### config.mk
export PLATFORM = sky130hd
export DESIGN_NAME = parity_frame_serializer
export DESIGN_NICKNAME = d
export VERILOG_FILES = /design/src/rtl/parity_frame_pkg.sv /design/src/rtl/parity_frame_shifter.sv /design/src/rtl/parity_frame_serializer.sv
export SDC_FILE = /design/constraint.sdc
export NUM_CORES = 1
export LEC_CHECK = 0
export ABC_AREA = 1
export BUFFER_PORTS_ARGS = -buffer_cell sky130_fd_sc_hd__buf_2
export CORE_AREA = 2 2 57 59
export CTS_CLUSTER_DIAMETER = 30
export DETAILED_ROUTE_END_ITERATION = 7
export DIE_AREA = 0 0 59 61
export GPL_ROUTABILITY_DRIVEN = 0
export SLEW_MARGIN = 5
export SYNTH_ARGS = -nofsm -noshare
export SYNTH_HDL_FRONTEND = slang
export SYNTH_SLANG_ARGS = --single-unit
### constraint.sdc
create_clock -name clk -period 1.5 [get_ports clk]
set_input_delay 0.15 -clock clk [delete_from_list [all_inputs] [get_ports clk]]
set_output_delay 0.15 -clock clk [all_outputs]
set_load 0.01 [all_outputs]
### src/rtl/parity_frame_pkg.sv
// Shared types and width helpers for the parity frame serializer.
package parity_frame_pkg;

  typedef enum logic [1:0] {
    IDLE   = 2'd0,
    DATA   = 2'd1,
    PARITY = 2'd2,
    GAP    = 2'd3
  } pf_state_t;

  // Counter width that never collapses to zero bits.
  function automatic int cnt_w(input int n);
    return (n <= 1) ? 1 : $clog2(n);
  endfunction

  function automatic int bit_cnt_w(input int data_w);
    return cnt_w(data_w);
  endfunction

  function automatic int gap_cnt_w(input int gap_cycles);
    return cnt_w(gap_cycles + 1);
  endfunction

endpackage

### src/rtl/parity_frame_shifter.sv
// DATA_W-bit load/shift-right register; q0 is the bit currently at the LSB.
module parity_frame_shifter #(
  parameter int DATA_W = 8
) (
  input  logic              clk,
  input  logic              rstn,
  input  logic              load,
  input  logic              shift,
  input  logic [DATA_W-1:0] d,
  output logic              q0
);

  logic [DATA_W-1:0] shreg;

  always_ff @(posedge clk or negedge rstn) begin
    if (!rstn) begin
      shreg <= '0;
    end else if (load) begin
      shreg <= d;
    end else if (shift) begin
      shreg <= {1'b0, shreg[DATA_W-1:1]};
    end
  end

  assign q0 = shreg[0];

endmodule

### src/rtl/parity_frame_serializer.sv
// Serializes a handshaken word LSB-first, appends a parity bit, then idles
// for GAP_CYCLES before accepting the next word.
//
// state  | meaning
// IDLE   | ready high, waiting for valid
// DATA   | shifting payload bits onto out
// PARITY | driving the latched parity bit, last high
// GAP    | out low for GAP_CYCLES cycles
import parity_frame_pkg::*;

module parity_frame_serializer #(
  parameter int DATA_W     = 8,
  parameter int ODD_PARITY = 0,
  parameter int GAP_CYCLES = 1
) (
  input  logic              clk,
  input  logic              rstn,
  input  logic [DATA_W-1:0] data_in,
  input  logic              valid,
  output logic              ready,
  output logic              out,
  output logic              frame,
  output logic              last
);

  localparam int BIT_W = bit_cnt_w(DATA_W);
  localparam int GAP_W = gap_cnt_w(GAP_CYCLES);
  localparam logic [BIT_W-1:0] BIT_LAST = BIT_W'(DATA_W - 1);

  pf_state_t        state, state_nxt;
  logic [BIT_W-1:0] bit_cnt;
  logic             par_q;
  logic             load, shift;
  logic             sh_bit;
  logic             gap_done;
  logic             out_nxt, frame_nxt, last_nxt;

  parity_frame_shifter #(.DATA_W(DATA_W)) u_shifter (
    .clk   (clk),
    .rstn  (rstn),
    .load  (load),
    .shift (shift),
    .d     (data_in),
    .q0    (sh_bit)
  );

  assign ready = (state == IDLE);

  always_comb begin
    state_nxt = state;
    load      = 1'b0;
    shift     = 1'b0;
    out_nxt   = 1'b0;
    frame_nxt = 1'b0;
    last_nxt  = 1'b0;
    case (state)
      IDLE: begin
        if (valid) begin
          load      = 1'b1;
          state_nxt = DATA;
        end
      end
      DATA: begin
        out_nxt   = sh_bit;
        frame_nxt = 1'b1;
        shift     = 1'b1;
        if (bit_cnt == BIT_LAST) state_nxt = PARITY;
      end
      PARITY: begin
        out_nxt   = par_q;
        frame_nxt = 1'b1;
        last_nxt  = 1'b1;
        state_nxt = (GAP_CYCLES > 0) ? GAP : IDLE;
      end
      GAP: begin
        if (gap_done) state_nxt = IDLE;
      end
      default: state_nxt = IDLE;
    endcase
  end

  always_ff @(posedge clk or negedge rstn) begin
    if (!rstn) begin
      state   <= IDLE;
      bit_cnt <= '0;
      par_q   <= 1'b0;
      out     <= 1'b0;
      frame   <= 1'b0;
      last    <= 1'b0;
    end else begin
      state <= state_nxt;
      out   <= out_nxt;
      frame <= frame_nxt;
      last  <= last_nxt;
      if (load) begin
        bit_cnt <= '0;
        // Parity is fixed at accept so later data_in changes cannot leak in.
        par_q   <= (^data_in) ^ (ODD_PARITY != 0);
      end else if (shift) begin
        bit_cnt <= bit_cnt + BIT_W'(1);
      end
    end
  end

  generate
    if (GAP_CYCLES > 0) begin : g_gap
      logic [GAP_W-1:0] gap_cnt;

      // Down-counter loaded while in PARITY; GAP exits on terminal count.
      always_ff @(posedge clk or negedge rstn) begin
        if (!rstn) begin
          gap_cnt <= '0;
        end else if (state == PARITY) begin
          gap_cnt <= GAP_W'(GAP_CYCLES - 1);
        end else if (state == GAP && gap_cnt != '0) begin
          gap_cnt <= gap_cnt - GAP_W'(1);
        end
      end

      assign gap_done = (gap_cnt == '0);
    end else begin : g_nogap
      assign gap_done = 1'b1;
    end
  endgenerate

endmodule

==> results.toml, run 1 <==
[outcome]
status = "completed"

[drt]
drc = 0
wl_per_cell_um = 10.6
drt_iter0_markers = 23
ant_nets = 0
num_vias = 840
drt-total-wl_um = 1890
first_pass_iters = 4
routed_via_density = 4.72

[placed_design]
place_area_mm2 = 0.00109
pre_cts_slack_ps = 26.8
hpwl_um = 1460
dp.cells = 173
port_buffers = 14

[grt]
first_global_vias = 794
grt_pass1_wl_um = 3440
grt_use_total_pct = 12.8
grt_antenna_before_repair = 0
grt_max_degree = 19
overflow = 0

[clock_network]
path_clk_slew_ps = 110
root_buffer = "clkbuf_4"
cts_buffers = 3
tritoncts = "built"
cts_max_level = 1
clk_latency_ps = 300
post_cts_buffers = 0
clockBufferDepth = 2
clock_sinks = 18

[layout]
fin_cells = 178
fillers = 327
diodes = 0
seq_area_um2 = 450
multi_input_area_um2 = 449
finalNetCount = 163
final_util_pct = 38.6
stdcell_area_mm2 = 0.00114
mostFrequentLayoutCells = "nand2_1, inv_1, dfrtp_1"
drive_above_1_share_pct = 15.9
mostFrequentLayoutCell = "nand2_1"
syn2layout_area_growth_pct = 14.3

[sta]
layout_min_cycle_time_ps = 1350
worstMarginPinSlew_ps = 394
setup_tns_ps = 0
slew_violations = 0
setup_viol = 0
slew_headroom_pct = 73.8
hold_viol_final = 0
max_freq_mhz = 740
finClkSkew_ps = 5.64
rsz0062_at_grt = "false"
period_share_pct = 90.1
worst_slack_ps = 148
holdWs_ps = 137

[floorplan]
num_rows = 20
initial_utilization_pct = 33.8
die_area_mm2 = 0.00360
fp.dieW_um = 59
core-area_mm2 = 0.00295
die_height_um = 61
pin_count = 15

[synthesis]
synth_fa_ha_area_share_pct = 7.53
yosysUniqueCellTypes = 18
syn_inst = 128
synth_seq_cells = 18
synth.area.top_cells = "dfrtp_1, nand2_1, ha_1"
synth_simple_gate_area_share_pct = 21.3
yosysTopAreaCell = "dfrtp_1"
yosys.area.top_type_share_pct = 45.2
syn-mean-instance-area_um2 = 7.79
netlist_area_um2 = 997
ys_seq_area_share_pct = 45.2
synth_xor_xnor_area_share_pct = 1.76
synth_top_family_by_area = "simple AND/OR/NAND/NOR gates"
yosysWarnings = 0
synth_nets = 145
synthMuxAreaShare_pct = 0
synth_compound_area_share_pct = 13.7

[pwr]
pwr_density_cell_mw_per_mm2 = 1840
p_leak_nw = 0.641
power.total_mw = 2.10
vdd_drop_max_uv = 405

[setup_path]
arrival_ps = 1200
crit_path_start_kind = "register"
cp_max_fo = 4
cp.required_ps = 1350
crit_type = "register to primary output"
end_kind = "primary output"

[hold_path]
min_path_type = "input pin to register"

[job]
max_cap_violations = 0
[cells in the mapped netlist (all sizes together)]
| cell | n |
|---|---|
| nand2 | 42 |
| inv | 20 |
| dfrtp | 18 |
| o21ai | 17 |
| nor2 | 8 |
| ha | 6 |
| a21oi | 3 |
| a22oi | 3 |
| buf | 3 |
| nand3 | 3 |
| xnor2 | 2 |
| nor3b | 1 |
| o211ai | 1 |
| o22ai | 1 |
[sequential cells by signal, summed over array words and instances, names as in the netlist]
signal           cells
u_shifter.shreg      8
out                  1
last                 1
frame                1
par_q                1
state                2
bit_cnt              3
g_gap.gap_cnt        1
[cell type report]
| type | instances | share of cell area (%) |
|---|---|---|
| tap | 33 | 3.62 |
| inverter | 20 | 6.59 |
| clock buffer | 4 | 3.18 |
| sequential | 18 | 39.5 |
| multi-input combinational | 87 | 39.4 |
| timing repair buffer | 16 | 7.68 |
[kinds of logic (layout without fill, tap and decap cells)]
group                    Yosys count  after routing
AND/OR/NAND/NOR                   54             54
AO/OA/AOI/OAI                     25             25
buffers and inverters             23             40
flip-flops                        18             18
adder cells (fa/ha/maj)            6              6
XOR/XNOR                           2              2
[repair_timing]
item	in CTS	in global routing
hold buffers	1	0
endpoints found under the setup margin	0	8
resized for setup	0	3
hold endpoints to repair	18	0
[critical path, stage by stage (launching register included)]
cell and delay [ps]:
dfrtp_1 440, inv_1 90, ha_2 230, buf_2 150
[metal layers]
metal / GRT usage, % / share of wire (%) / up-vias
li1: - / - / 434
met1: 16.2 / 49 / 380
met5: 0 / 0 / -
met4: 5.84 / 2.0 / 0
met2: 21.6 / 45 / 21
met3: 1.92 / 3.9 / 5
[report_power, final]
group | total [mW] | internal (mW) | switching [mW]
combinational | 0.957 | 0.384 | 0.574
sequential | 0.841 | 0.724 | 0.117
clock | 0.303 | 0.148 | 0.155
total | 2.10 | 1.26 | 0.845
[worst paths after layout]
path                                      endpoint  slack [ps]        from  cells past startpoint
worst min-delay path            u_shifter.shreg[5]         140  data_in[5]                      3
max in group asynchronous       u_shifter.shreg[3]         920        rstn                      2
worst max-delay path                         ready         150    state[1]                      3
min in group asynchronous                    par_q         300        rstn                      2
worst min register to register               par_q         510       par_q                      2
worst max register to register            state[1]         170    state[1]                      5
Note: power is estimated with default switching activity, not from simulation.
==> run 2: changes to the inputs <==
CELL_PAD_IN_SITES_DETAIL_PLACEMENT = 2   (was unset)
CELL_PAD_IN_SITES_GLOBAL_PLACEMENT = 2   (was unset)
CORE_AREA = 2 2 60 62   (was 2 2 57 59)
DIE_AREA = 0 0 62 64   (was 0 0 59 61)
PLACE_DENSITY_LB_ADDON = 0.1   (was unset)
==> results.toml, run 2 (synthesis results as in run 1) <==
[grt]
grt_max_degree = 19
grt_use_total_pct = 15.7
grt_pass1_wl_um = 4610
first_global_vias = 1034
grt_antenna_before_repair = 0
overflow = 0

[setup_path]
end_kind = "primary output"
crit_path_start_kind = "register"
crit_chain = "inv_1 -> ha_2 -> buf_2"
cp.required_ps = 1350
crit_type = "register to primary output"
critical_path.max_stage_delay_ps = 440
arrival_ps = 1240
cp_slowest_cell = "dfrtp_1"
cp_max_fo = 4

[pwr]
p_leak_nw = 0.651
p_clk_share_pct = 14.0
swShare_pct = 41.6
vdd_drop_max_uv = 334
pwr_density_cell_mw_per_mm2 = 1870
p_sw_mw = 0.918
power.total_mw = 2.21
power.internal_mw = 1.29
power_frac_comb_pct = 47.8
pwr-share-seq_pct = 38.3

[floorplan]
die_area_mm2 = 0.00397
initial_utilization_pct = 30.4
pin_count = 15
fp.dieW_um = 62
core-area_mm2 = 0.00328
num_rows = 21
die_height_um = 64

[layout]
finalNetCount = 164
syn2layout_area_growth_pct = 18.6
regMostFlops = "u_shifter.shreg"
largestRegisters = "u_shifter.shreg x8, bit_cnt x3, state x2"
mostFrequentLayoutCells = "nand2_1, inv_1, dfrtp_1"
largest_register_ffs = 8
diodes = 0
drive_above_1_share_pct = 17.1
mostFrequentLayoutCell = "nand2_1"

[drt]
drc = 0
drt-total-wl_um = 2430
wl_per_cell_um = 12.6
routed_via_density = 4.64
drt_iter0_markers = 14
first_pass_iters = 3
num_vias = 891
ant_nets = 0

[sta]
slew_headroom_pct = 71.6
layout_min_cycle_time_ps = 1390
finClkSkew_ps = 2.61
max_freq_mhz = 721
hold_viol_final = 0
setup_viol = 0
worstMarginPinSlew_ps = 426
rsz0062_at_grt = "false"
period_share_pct = 92.5
setup_tns_ps = 0
slew_violations = 0

[job]
max_cap_violations = 0

[outcome]
status = "completed"

[placed_design]
port_buffers = 14
hpwl_um = 1880

[clock_network]
clock_sinks = 18
clk_latency_ps = 290
root_buffer = "clkbuf_4"
path_clk_slew_ps = 110
clockBufferDepth = 2
cts_max_level = 1
cts_buffers = 3
tritoncts = "built"

[hold_path]
min_path_type = "input pin to register"
-- run 2: power by group through the flow --
stage	Clock [mW]	Sequential, mW	Combinational [mW]
final	0.309	0.845	1.05
after CTS	0.326	0.848	1.02
after global routing	0.355	0.879	1.25
after detailed placement	0	0.858	1.00
after floorplan	0	0.843	0.732
after global placement	0	0.843	0.959
-- run 2: worst paths after layout --
path / cells after the start / slack, ps / endpoint / start
max reg2reg: 6 / 150 / u_shifter.shreg[2] / state[0]
max in group asynchronous: 2 / 890 / out / rstn
min in group asynchronous: 2 / 310 / u_shifter.shreg[6] / rstn
min reg2reg: 2 / 510 / par_q / par_q
max: 3 / 110 / ready / state[0]
min: 3 / 130 / u_shifter.shreg[6] / data_in[6]
-- run 2: area by class of cell --
class	count	area, µm²
Fill cell	398	2100
Multi-Input combinational cell	87	465
Sequential cell	18	450
Timing Repair Buffer	17	95.1
Inverter	20	77.6
Tap cell	46	57.6
Clock buffer	4	36.3
-- run 2: repair_timing --
| action | CTS | global route |
|---|---|---|
| hold buffers | 1 | 0 |
| setup buffers | 0 | 0 |
| setup endpoints to repair | 0 | 11 |
| endpoints found under the hold margin | 18 | 0 |
| resized for setup | 0 | 6 |
-- run 2: worst max-delay path: cells and delay by family (launching register included) --
family / cells / cell delay [ps]
buf+inv: 2 / 260
fa+ha+maj: 1 / 250
flops: 1 / 440
-- run 2: stage by stage --
stage               std cells  hold slack [ps]  setup WS [ps]  util, %  area, µm²
floorplan                 128             -146            201        -        997
global placement          187              108            153     33.8       1110
detailed placement        187              116           33.1     33.8       1110
CTS                       192              130           23.8     35.2       1160
global route              192              140           6.76     36.0       1180
finish                    192              128            113     36.0       1180
-- run 2: metal layers --
metal | track usage (%) | share of wire [%] | vias up
li1 | - | - | 436
met1 | 19.7 | 46 | 443
met2 | 25.8 | 51 | 10
met3 | 2.43 | 2.4 | 2
met4 | 6.38 | 1.1 | 0
met5 | 0 | 0 | -
==> run 3: changes to the inputs <==
RECOVER_POWER = 50   (was unset)
==> results.toml, run 3 (synthesis results as in run 1) <==
[clock_network]
clk_latency_ps = 290
clockBufferDepth = 2
path_clk_slew_ps = 110
cts_max_level = 1
tritoncts = "built"
post_cts_buffers = 0
clock_sinks = 18
root_buffer = "clkbuf_4"
cts_buffers = 3

[floorplan]
fp.dieW_um = 62
num_rows = 21
die_height_um = 64
die_area_mm2 = 0.00397
pin_count = 15
initial_utilization_pct = 30.4
core-area_mm2 = 0.00328

[layout]
largestRegisters = "u_shifter.shreg x8, bit_cnt x3, state x2"
largest_register_ffs = 8
finalNetCount = 164
fillers = 399
regMostFlops = "u_shifter.shreg"
mostFrequentLayoutCells = "nand2_1, inv_1, dfrtp_1"
mostFrequentLayoutCell = "nand2_1"
drive_above_1_share_pct = 16.4
stdcell_area_mm2 = 0.00118
syn2layout_area_growth_pct = 18.4
diodes = 0

[grt]
grt_use_total_pct = 15.7
overflow = 0
grt_max_degree = 19
grt_antenna_before_repair = 0
grt_pass1_wl_um = 4610
first_global_vias = 1034

[drt]
first_pass_iters = 3
drt-total-wl_um = 2430
wl_per_cell_um = 12.6
drc = 0
routed_via_density = 4.64
ant_nets = 0
num_vias = 891
drt_iter0_markers = 14

[pwr]
vdd_drop_max_uv = 334
power.total_mw = 2.21
p_leak_nw = 0.648
pwr_density_cell_mw_per_mm2 = 1870

[placed_design]
hpwl_um = 1880
place_area_mm2 = 0.00111
port_buffers = 14

[sta]
slew_violations = 0
period_share_pct = 92.5
layout_min_cycle_time_ps = 1390
finClkSkew_ps = 2.27
worstMarginPinSlew_ps = 1020
hold_viol_final = 0
setup_viol = 0
max_freq_mhz = 721
slew_headroom_pct = 31.9
rsz0062_at_grt = "false"
setup_tns_ps = 0

[setup_path]
arrival_ps = 1240
end_kind = "primary output"
cp_max_fo = 4
crit_chain = "inv_1 -> ha_2 -> buf_2"
crit_type = "register to primary output"
cp_slowest_cell = "dfrtp_1"
crit_path_start_kind = "register"
cp.required_ps = 1350
critical_path.max_stage_delay_ps = 430
rrSetupSlack_ps = 150

[outcome]
status = "completed"

[hold_path]
min_path_type = "input pin to register"

[job]
max_cap_violations = 0
[run 3: cell types whose count changed in the layout (fill, tap and decap cells not counted)]
cell | previous run | this run
clkbuf_1 | 0 | 1
buf_2 | 14 | 13
[run 3: power breakdown]
part           switching (mW)  internal, mW
combinational           0.637         0.418
clock                   0.160         0.148
sequential              0.121         0.724
[run 3: metrics by stage]
step / setup slack, ps / hold slack [ps] / util, % / std cells
5_1_grt: 6.76 / 140 / 36.0 / 192
2_1_floorplan: 201 / -146 / - / 128
3_3_place_gp: 153 / 108 / 33.8 / 187
4_1_cts: 23.8 / 130 / 35.2 / 192
3_5_place_dp: 33.1 / 116 / 33.8 / 187
6_report: 113 / 129 / 36.0 / 192
[run 3: cell type report]
class	instances	area [µm²]	share of cell area, %
Sequential cell	18	450	38.1
Timing Repair Buffer	17	93.8	7.94
Inverter	20	77.6	6.57
Clock buffer	4	36.3	3.07
Multi-Input combinational cell	87	465	39.4
Tap cell	46	57.6	4.87
[run 3: critical path, delay by kind of cell, from the launching register on]
family | cells | cell delay [ps]
flops | 1 | 430
buf+inv | 2 | 260
fa+ha+maj | 1 | 250
[run 3: layer usage]
layer / up-vias / wire [µm] / track usage, % / part of all wire, %
met3: 2 / 58 / 2.43 / 2.4
li1: 436 / - / - / -
met1: 443 / 1120 / 19.7 / 46
met2: 10 / 1230 / 25.8 / 50
met4: 0 / 27 / 6.38 / 1.1
met5: - / 0 / 0 / 0
[run 3: final timing paths]
kind	cells past startpoint	to	startpoint
max in group asynchronous	2	out	rstn
worst max-delay path	3	ready	state[0]
min in group asynchronous	2	u_shifter.shreg[6]	rstn
worst min register to register	2	par_q	par_q
worst max register to register	6	u_shifter.shreg[2]	state[0]
worst min-delay path	3	u_shifter.shreg[6]	data_in[6]
[run 3: what timing repair did]
item | 4_1_cts | 5_1_grt
hold buffers | 1 | 0
endpoints found under the hold margin | 18 | 0
endpoints found under the setup margin | 0 | 11
resized for setup | 0 | 6
